## config.mk

```make
export PLATFORM = sky130hd
export DESIGN_NAME = game_timer
export DESIGN_NICKNAME = d
export VERILOG_FILES = /design/src/rtl/game_timer.sv
export SDC_FILE = /design/constraint.sdc
export NUM_CORES = 1
export LEC_CHECK = 0
export ABC_AREA = 0
export BUFFER_PORTS_ARGS = -buffer_cell sky130_fd_sc_hd__buf_4
export CELL_PAD_IN_SITES_DETAIL_PLACEMENT = 0
export CELL_PAD_IN_SITES_GLOBAL_PLACEMENT = 2
export CORE_MARGIN = 10
export CORE_UTILIZATION = 36
export DETAILED_ROUTE_END_ITERATION = 7
export PLACE_DENSITY = 0.79
export SETUP_SLACK_MARGIN = 0.3
export SLEW_MARGIN = 20
export SYNTH_ARGS = -nofsm -noshare
export SYNTH_HDL_FRONTEND = slang
export SYNTH_SLANG_ARGS = --single-unit
export TNS_END_PERCENT = 1
```

## constraint.sdc

```tcl
create_clock -name CLOCK10M -period 3.05 [get_ports CLOCK10M]
set_clock_uncertainty 0.1 [all_clocks]
set_input_delay 0.61 -clock CLOCK10M [delete_from_list [all_inputs] [get_ports CLOCK10M]]
set_output_delay 0.61 -clock CLOCK10M [all_outputs]
set_load 0.05 [all_outputs]
```

## src/rtl/game_timer.sv

```systemverilog
// game_timer: prescaled game clock with start/pause control, up/down counting,
// preload, wrap and expiry signalling. One clock (CLOCK10M), async active-low
// reset (RESET_N).
//
// Optional lap capture is compiled in when GAME_TIMER_LAP_EN is defined; it
// adds the LAP input and the lap_out / LAP_VALID outputs.
//
// state      | meaning
// -----------+---------------------------------------------------------------
// ST_IDLE    | stopped; prescaler holds; START moves to ST_RUN
// ST_RUN     | prescaler advances; counter steps once per prescaler period
// ST_PAUSED  | stopped mid-period; prescaler keeps its partial count
// ST_DONE    | down-count reached 0; only CLR, LOAD or reset leave
//
// Per-cycle priority: CLR > LOAD > PAUSE > START > tick.

module game_timer #(
    parameter int unsigned CNT_WIDTH = 10,
    parameter int unsigned PRESCALE  = 1000000,
    parameter int unsigned PRE_WIDTH = 24
) (
    input  logic                 CLOCK10M,
    input  logic                 RESET_N,
    input  logic                 CLR,
    input  logic                 START,
    input  logic                 PAUSE,
    input  logic                 DIR,
    input  logic                 LOAD,
    input  logic [CNT_WIDTH-1:0] LOAD_VAL,
`ifdef GAME_TIMER_LAP_EN
    input  logic                 LAP,
    output logic [CNT_WIDTH-1:0] lap_out,
    output logic                 LAP_VALID,
`endif
    output logic [CNT_WIDTH-1:0] counter_out,
    output logic                 TICK,
    output logic                 RUNNING,
    output logic                 EXPIRED,
    output logic                 WRAP
);

    typedef enum logic [1:0] {
        ST_IDLE   = 2'd0,
        ST_RUN    = 2'd1,
        ST_PAUSED = 2'd2,
        ST_DONE   = 2'd3
    } state_t;

    // Last prescaler value of a period; reaching it in RUN makes a tick cycle.
    localparam logic [PRE_WIDTH-1:0] PRE_LAST = PRE_WIDTH'(PRESCALE - 1);
    localparam logic [PRE_WIDTH-1:0] PRE_ONE  = PRE_WIDTH'(1);
    localparam logic [CNT_WIDTH-1:0] CNT_ONE  = CNT_WIDTH'(1);

    state_t                 state_q,   state_d;
    logic [PRE_WIDTH-1:0]   pre_q,     pre_d;
    logic [CNT_WIDTH-1:0]   cnt_q,     cnt_d;
    logic                   tick_q,    tick_d;
    logic                   expired_q, expired_d;
    logic                   wrap_q,    wrap_d;
    logic                   running_q, running_d;

`ifdef GAME_TIMER_LAP_EN
    logic [CNT_WIDTH-1:0]   lap_q,       lap_d;
    logic                   lap_valid_q, lap_valid_d;
`endif

    // Next-state for FSM, prescaler, counter and one-cycle pulses.
    always_comb begin
        state_d   = state_q;
        pre_d     = pre_q;
        cnt_d     = cnt_q;
        tick_d    = 1'b0;
        expired_d = 1'b0;
        wrap_d    = 1'b0;

        if (CLR) begin
            state_d = ST_IDLE;
            pre_d   = '0;
            cnt_d   = '0;
        end else if (LOAD) begin
            // Preload restarts the period; a finished game becomes re-armable.
            cnt_d = LOAD_VAL;
            pre_d = '0;
            if (state_q == ST_DONE) begin
                state_d = ST_IDLE;
            end
        end else begin
            unique case (state_q)
                ST_IDLE, ST_PAUSED: begin
                    // PAUSE outranks START, so a held PAUSE keeps us stopped.
                    if (START && !PAUSE) begin
                        state_d = ST_RUN;
                    end
                end
                ST_RUN: begin
                    if (PAUSE) begin
                        // Prescaler keeps its partial period across the pause.
                        state_d = ST_PAUSED;
                    end else if (pre_q == PRE_LAST) begin
                        pre_d  = '0;
                        tick_d = 1'b1;
                        if (!DIR) begin
                            cnt_d  = cnt_q + CNT_ONE;
                            wrap_d = &cnt_q;
                        end else begin
                            // Down-count stops at 0; it never underflows.
                            if (cnt_q != '0) begin
                                cnt_d = cnt_q - CNT_ONE;
                            end
                            if (cnt_q == '0 || cnt_q == CNT_ONE) begin
                                expired_d = 1'b1;
                                state_d   = ST_DONE;
                            end
                        end
                    end else begin
                        pre_d = pre_q + PRE_ONE;
                    end
                end
                ST_DONE: begin
                    state_d = ST_DONE;
                end
                default: begin
                    state_d = ST_IDLE;
                end
            endcase
        end

        running_d = (state_d == ST_RUN);
    end

`ifdef GAME_TIMER_LAP_EN
    // Lap capture takes the counter value before any tick in the same cycle.
    always_comb begin
        lap_d       = lap_q;
        lap_valid_d = 1'b0;
        if (CLR) begin
            lap_d = '0;
        end else if (LAP) begin
            lap_d       = cnt_q;
            lap_valid_d = 1'b1;
        end
    end
`endif

    // State and registered outputs.
    always_ff @(posedge CLOCK10M or negedge RESET_N) begin
        if (!RESET_N) begin
            state_q     <= ST_IDLE;
            pre_q       <= '0;
            cnt_q       <= '0;
            tick_q      <= 1'b0;
            expired_q   <= 1'b0;
            wrap_q      <= 1'b0;
            running_q   <= 1'b0;
`ifdef GAME_TIMER_LAP_EN
            lap_q       <= '0;
            lap_valid_q <= 1'b0;
`endif
        end else begin
            state_q     <= state_d;
            pre_q       <= pre_d;
            cnt_q       <= cnt_d;
            tick_q      <= tick_d;
            expired_q   <= expired_d;
            wrap_q      <= wrap_d;
            running_q   <= running_d;
`ifdef GAME_TIMER_LAP_EN
            lap_q       <= lap_d;
            lap_valid_q <= lap_valid_d;
`endif
        end
    end

    assign counter_out = cnt_q;
    assign TICK        = tick_q;
    assign RUNNING     = running_q;
    assign EXPIRED     = expired_q;
    assign WRAP        = wrap_q;
`ifdef GAME_TIMER_LAP_EN
    assign lap_out     = lap_q;
    assign LAP_VALID   = lap_valid_q;
`endif

endmodule

```

* Word-level counts from Yosys, hierarchy flattened *
Cells that the tools add are included.

storage, ports and cells
  register bits = 40
  bits of input ports = 17
  output and inout bits = 14
  logic and storage cells = 69

cells by class
  add/sub/neg operators = 3
  eq/ne operators = 8
  muxes and demuxes = 39
  reduce and logical (&&, ||, !) cells = 12

operators with widths
  operator                 count
  $mux W24                 5
  $mux W10                 7
  $add A24 B1 Y24 const B  1
  $eq A24 B20 Y1 const B   1
  $mux W1                  18
  $mux W2                  8
  $add A10 B1 Y10 const B  1
  $eq A10 B1 Y1 const B    1
  $logic_not A10 Y1        1
  $reduce_and A10 Y1       1
  $reduce_bool A10 Y1      1
  $sub A10 B1 Y10 const B  1
  $pmux W2 S3              1
  $reduce_bool A3 Y1       2
  $eq A2 B1 Y1 const B     2
  $eq A2 B2 Y1 const B     2
  $ne A4 B2 Y1 const B     1
  $reduce_and A4 Y1        1
  $ne A3 B2 Y1 const B     1
  $logic_not A2 Y1         1
  $reduce_and A2 Y1        1
  $reduce_or A2 Y1         1
  $logic_and A1 B1 Y1      1
  $logic_not A1 Y1         1
  $logic_or A1 B1 Y1       1

* Longest topological paths before layout *
  depth in word-level cells = 10
  mapped depth = 7
  depth with buffers taken out = 7

* Worst setup path before layout *
No wires, ideal clock.

  path kind = flip-flop to flip-flop
  start = register pre_q[11]
  end = register cnt_q[5] (netlist: counter_out[5])
  setup time = 0.111 ns
  arrival time = 2.311 ns
  data required time = 2.839 ns
  slack = 0.527 ns
  stages on the path, launching flop included = 8
  buffers on the path = 2
  period minus slack after synthesis = 2.523 ns
  cells stage by stage = dfrtp_1 > or4b_1 > or4_4 > buf_6 > nor3_4 > buf_6 > a211oi_2 > a2111oi_2

between the ends
  cells in the longest elaborated chain, start to end = 3

ends and longest elaborated chain
  element                       line  source
  start, declared               55    logic [PRE_WIDTH-1:0] pre_q, pre_d;
  start signal, assigned        161   pre_q <= pre_d;
  $eq A24 B20 Y1                99    end else if (pre_q == PRE_LAST) begin
  $reduce_bool A3 Y1 (no line)  -
  $reduce_and A4 Y1 (no line)   -
  end signal, assigned          162   cnt_q <= cnt_d;
  end, declared                 56    logic [CNT_WIDTH-1:0] cnt_q, cnt_d;

No other way between the ends.
A chain may end at the register's enable or synchronous reset.

* Worst setup path in the final report *
  start = register pre_q[11]
  end = register cnt_q[4] (netlist: counter_out[4])

The elaborated chain is that of the path after synthesis.

==> results.sh <==
export IMPL_status="completed"
export IMPL_place_gp_congestion=0.789
export IMPL_clk_latency_ns=0.30
export IMPL_hold_viol=0
export IMPL_synth_yosys_seq_area_share_pct=41.4
export IMPL_syn_area_per_cell_um2=9.26
export IMPL_syn_area_um2=2420
export IMPL_drt_iter0_markers=108
export IMPL_worst_slack_ns=0.494
export IMPL_rsz0062_at_grt="false"
export IMPL_wl_per_cell_um=17.1
export IMPL_synth_ff_type="dfrtp_1"
export IMPL_synthArstFlopShare_pct=100
export IMPL_final_area_um2=2860
export IMPL_post_place_ws_ns=0.363
export IMPL_fillers=663
export IMPL_synth_cell_types=52
export IMPL_dp_cells=364
export IMPL_antenna_found_initial=0
export IMPL_start_util_pct=37.6
export IMPL_timing_fmax_mhz=391
export IMPL_routed_via_count=2053
export IMPL_slew_headroom_pct=59.9
export IMPL_p_total_mw=1.17
export IMPL_r2r_setup_slack_ns=0.49
export IMPL_track_usage_pct=12.4
export IMPL_slew_violations=0
export IMPL_cp_required_ns=3.16
export IMPL_die_area_um2=10400
export IMPL_postPlaceCellArea_um2=2730
export IMPL_utilization_pct=44.6
export IMPL_synth_edf_count=0
export IMPL_path_max_fanout=7
export IMPL_nets=317
export IMPL_viasPerCell=5.50
export IMPL_hold_buffers=0
export IMPL_holdWs_ns=0.178
export IMPL_final_setup_tns_ns=0
export IMPL_grt_ovfl_total=0
export IMPL_cts_max_level=2
export IMPL_num_antenna_cells=0
export IMPL_maxCapViolations=0
export IMPL_numPortBuffers=30
export IMPL_drcViolationCount=0
export IMPL_die_x_um=102
export IMPL_ys_seq_elements=40
export IMPL_ioPinCount=31
export IMPL_clkTransAtPathRegs_ns=0.09
export IMPL_ant_nets=0
export IMPL_cts_buffers=5
export IMPL_grt_max_degree=41
export IMPL_syn_to_final_growth_pct=18.4
export IMPL_synthCells=261
export IMPL_crit_type="reg2reg"
export IMPL_yosysWarningCount=0
export IMPL_core_region_area_um2=6420
export IMPL_cts_tree="built"
export IMPL_pwr_density_cell_nw_per_um2=408
export IMPL_rr_endpoint="counter_out[4]"
export IMPL_min_period_ns=2.56
export IMPL_tightest_slew_ns=0.598
export IMPL_timing_rr_start="pre_q[11]"
export IMPL_vdd_drop_max_mv=0.168
export IMPL_dr_pass1_iters=4
export IMPL_finalSetupViolations=0
export IMPL_clk_path_buf_depth=2
export IMPL_critPathCaptureType="register"
export IMPL_grt_pass1_wl_um=10300
export IMPL_stdcell_count=373
export IMPL_post_route_period_util_pct=83.8
export IMPL_rows=29
export IMPL_wl_um=6360
export IMPL_critPathLaunchType="register"
export IMPL_drive_above_1_share_pct=19.3
export IMPL_dp_hpwl_um=4510
export IMPL_die_h_um=102
export IMPL_hold_path_class="in2async"
export IMPL_crit_arrival_ns=2.66
export IMPL_clock_sinks=40
export IMPL_synth_fp_nets=283
export IMPL_reg2regPathDepth=6
export IMPL_p_leak_nw=1.18
export IMPL_grt_pass1_vias=1981
export IMPL_cts_root_buf="clkbuf_8"
-- logic make-up after synthesis --
logic type | share of synthesized area (%)
xor+xnor | 7.25
buf+inv | 3.62
compound gates | 14.4
fa+ha+maj | 2.59
flops | 41.4
mux | 1.35
simple gates | 29.3
-- worst max-delay path by stage --
stage / startpoint / to / slack, ns / cells past startpoint
6_report: pre_q[11] / counter_out[4] / 0.49 / 6
5_1_grt: pre_q[11] / counter_out[4] / 0.36 / 6
4_1_cts: pre_q[11] / counter_out[3] / 0.33 / 5
3_5_place_dp: pre_q[11] / counter_out[3] / 0.36 / 5
3_3_place_gp: pre_q[11] / counter_out[3] / 0.39 / 5
2_1_floorplan: pre_q[11] / counter_out[5] / 0.53 / 7
-- power by group --
group / switching, mW / internal (mW)
clock: 0.199 / 0.243
combinational: 0.106 / 0.0600
sequential: 0.0193 / 0.540
-- sequential cells by signal (all words and copies together), names as in the netlist --
| signal | cells |
|---|---|
| pre_q | 24 |
| counter_out | 10 |
| state_q | 2 |
| EXPIRED | 1 |
| RUNNING | 1 |
| TICK | 1 |
| WRAP | 1 |
-- layout make-up --
type	count	area, um^2	share of cell area [%]
clock inverters	2	35.0	1.22
repair buffers	38	298	10.4
flip-flops and latches	40	1000	35.0
inverters	8	30.0	1.05
multi-input cells	202	1330	46.4
well taps	77	96.3	3.37
clock buffers	6	72.6	2.54
-- synthesized netlist by cell type, types with 8 or more instances --
cell | instances | area share, %
xor2_1 | 8 | 2.9
nand3_1 | 11 | 2.3
dfrtp_1 | 40 | 41
o21ai_0 | 8 | 1.7
nor3_1 | 8 | 1.7
nor4_1 | 8 | 2.1
xnor2_1 | 12 | 4.3
nand2_1 | 19 | 3.0
inv_1 | 8 | 1.2
nand4_1 | 10 | 2.6
a21oi_1 | 10 | 2.1
nor2_1 | 32 | 5.0
-- metal layers --
layer | vias to the layer above | global-route usage (%) | part of all wire (%)
met5 | - | 0 | 0
met4 | 0 | 4.45 | 1.4
met3 | 11 | 3.04 | 4.0
met2 | 32 | 17.3 | 42
met1 | 980 | 18.0 | 53
li1 | 1030 | - | -
-- worst max-delay path, stage by stage (launching register included) --
cell      delay (ns)
dfrtp_1         0.43
or4b_1          0.52
or4_4           0.58
nor4_1          0.37
buf_4           0.18
xnor2_1         0.06
a211oi_1        0.22
-- cell usage in the layout, fill, tap and decap left out, types with 3 or more instances in the layout --
cell	instances
nand2b_1	6
buf_4	37
nand2_1	19
a211oi_1	4
inv_1	8
xnor2_1	12
nor4_1	8
ha_1	5
nand3b_1	4
and4_1	7
nor2_1	32
nand3_1	11
dfrtp_1	40
and3_1	4
a31oi_1	6
nand4_1	10
clkbuf_8	5
xor2_1	8
o21ai_0	8
nor3_1	8
nor3b_1	3
a21oi_1	10
-- repair_timing --
action | 4_1_cts | 5_1_grt
setup buffers | 0 | 1
hold endpoints to repair | 0 | 0
resized for setup | 0 | 0
endpoints found under the setup margin | 0 | 4
Power figures use the tool's default switching activity.
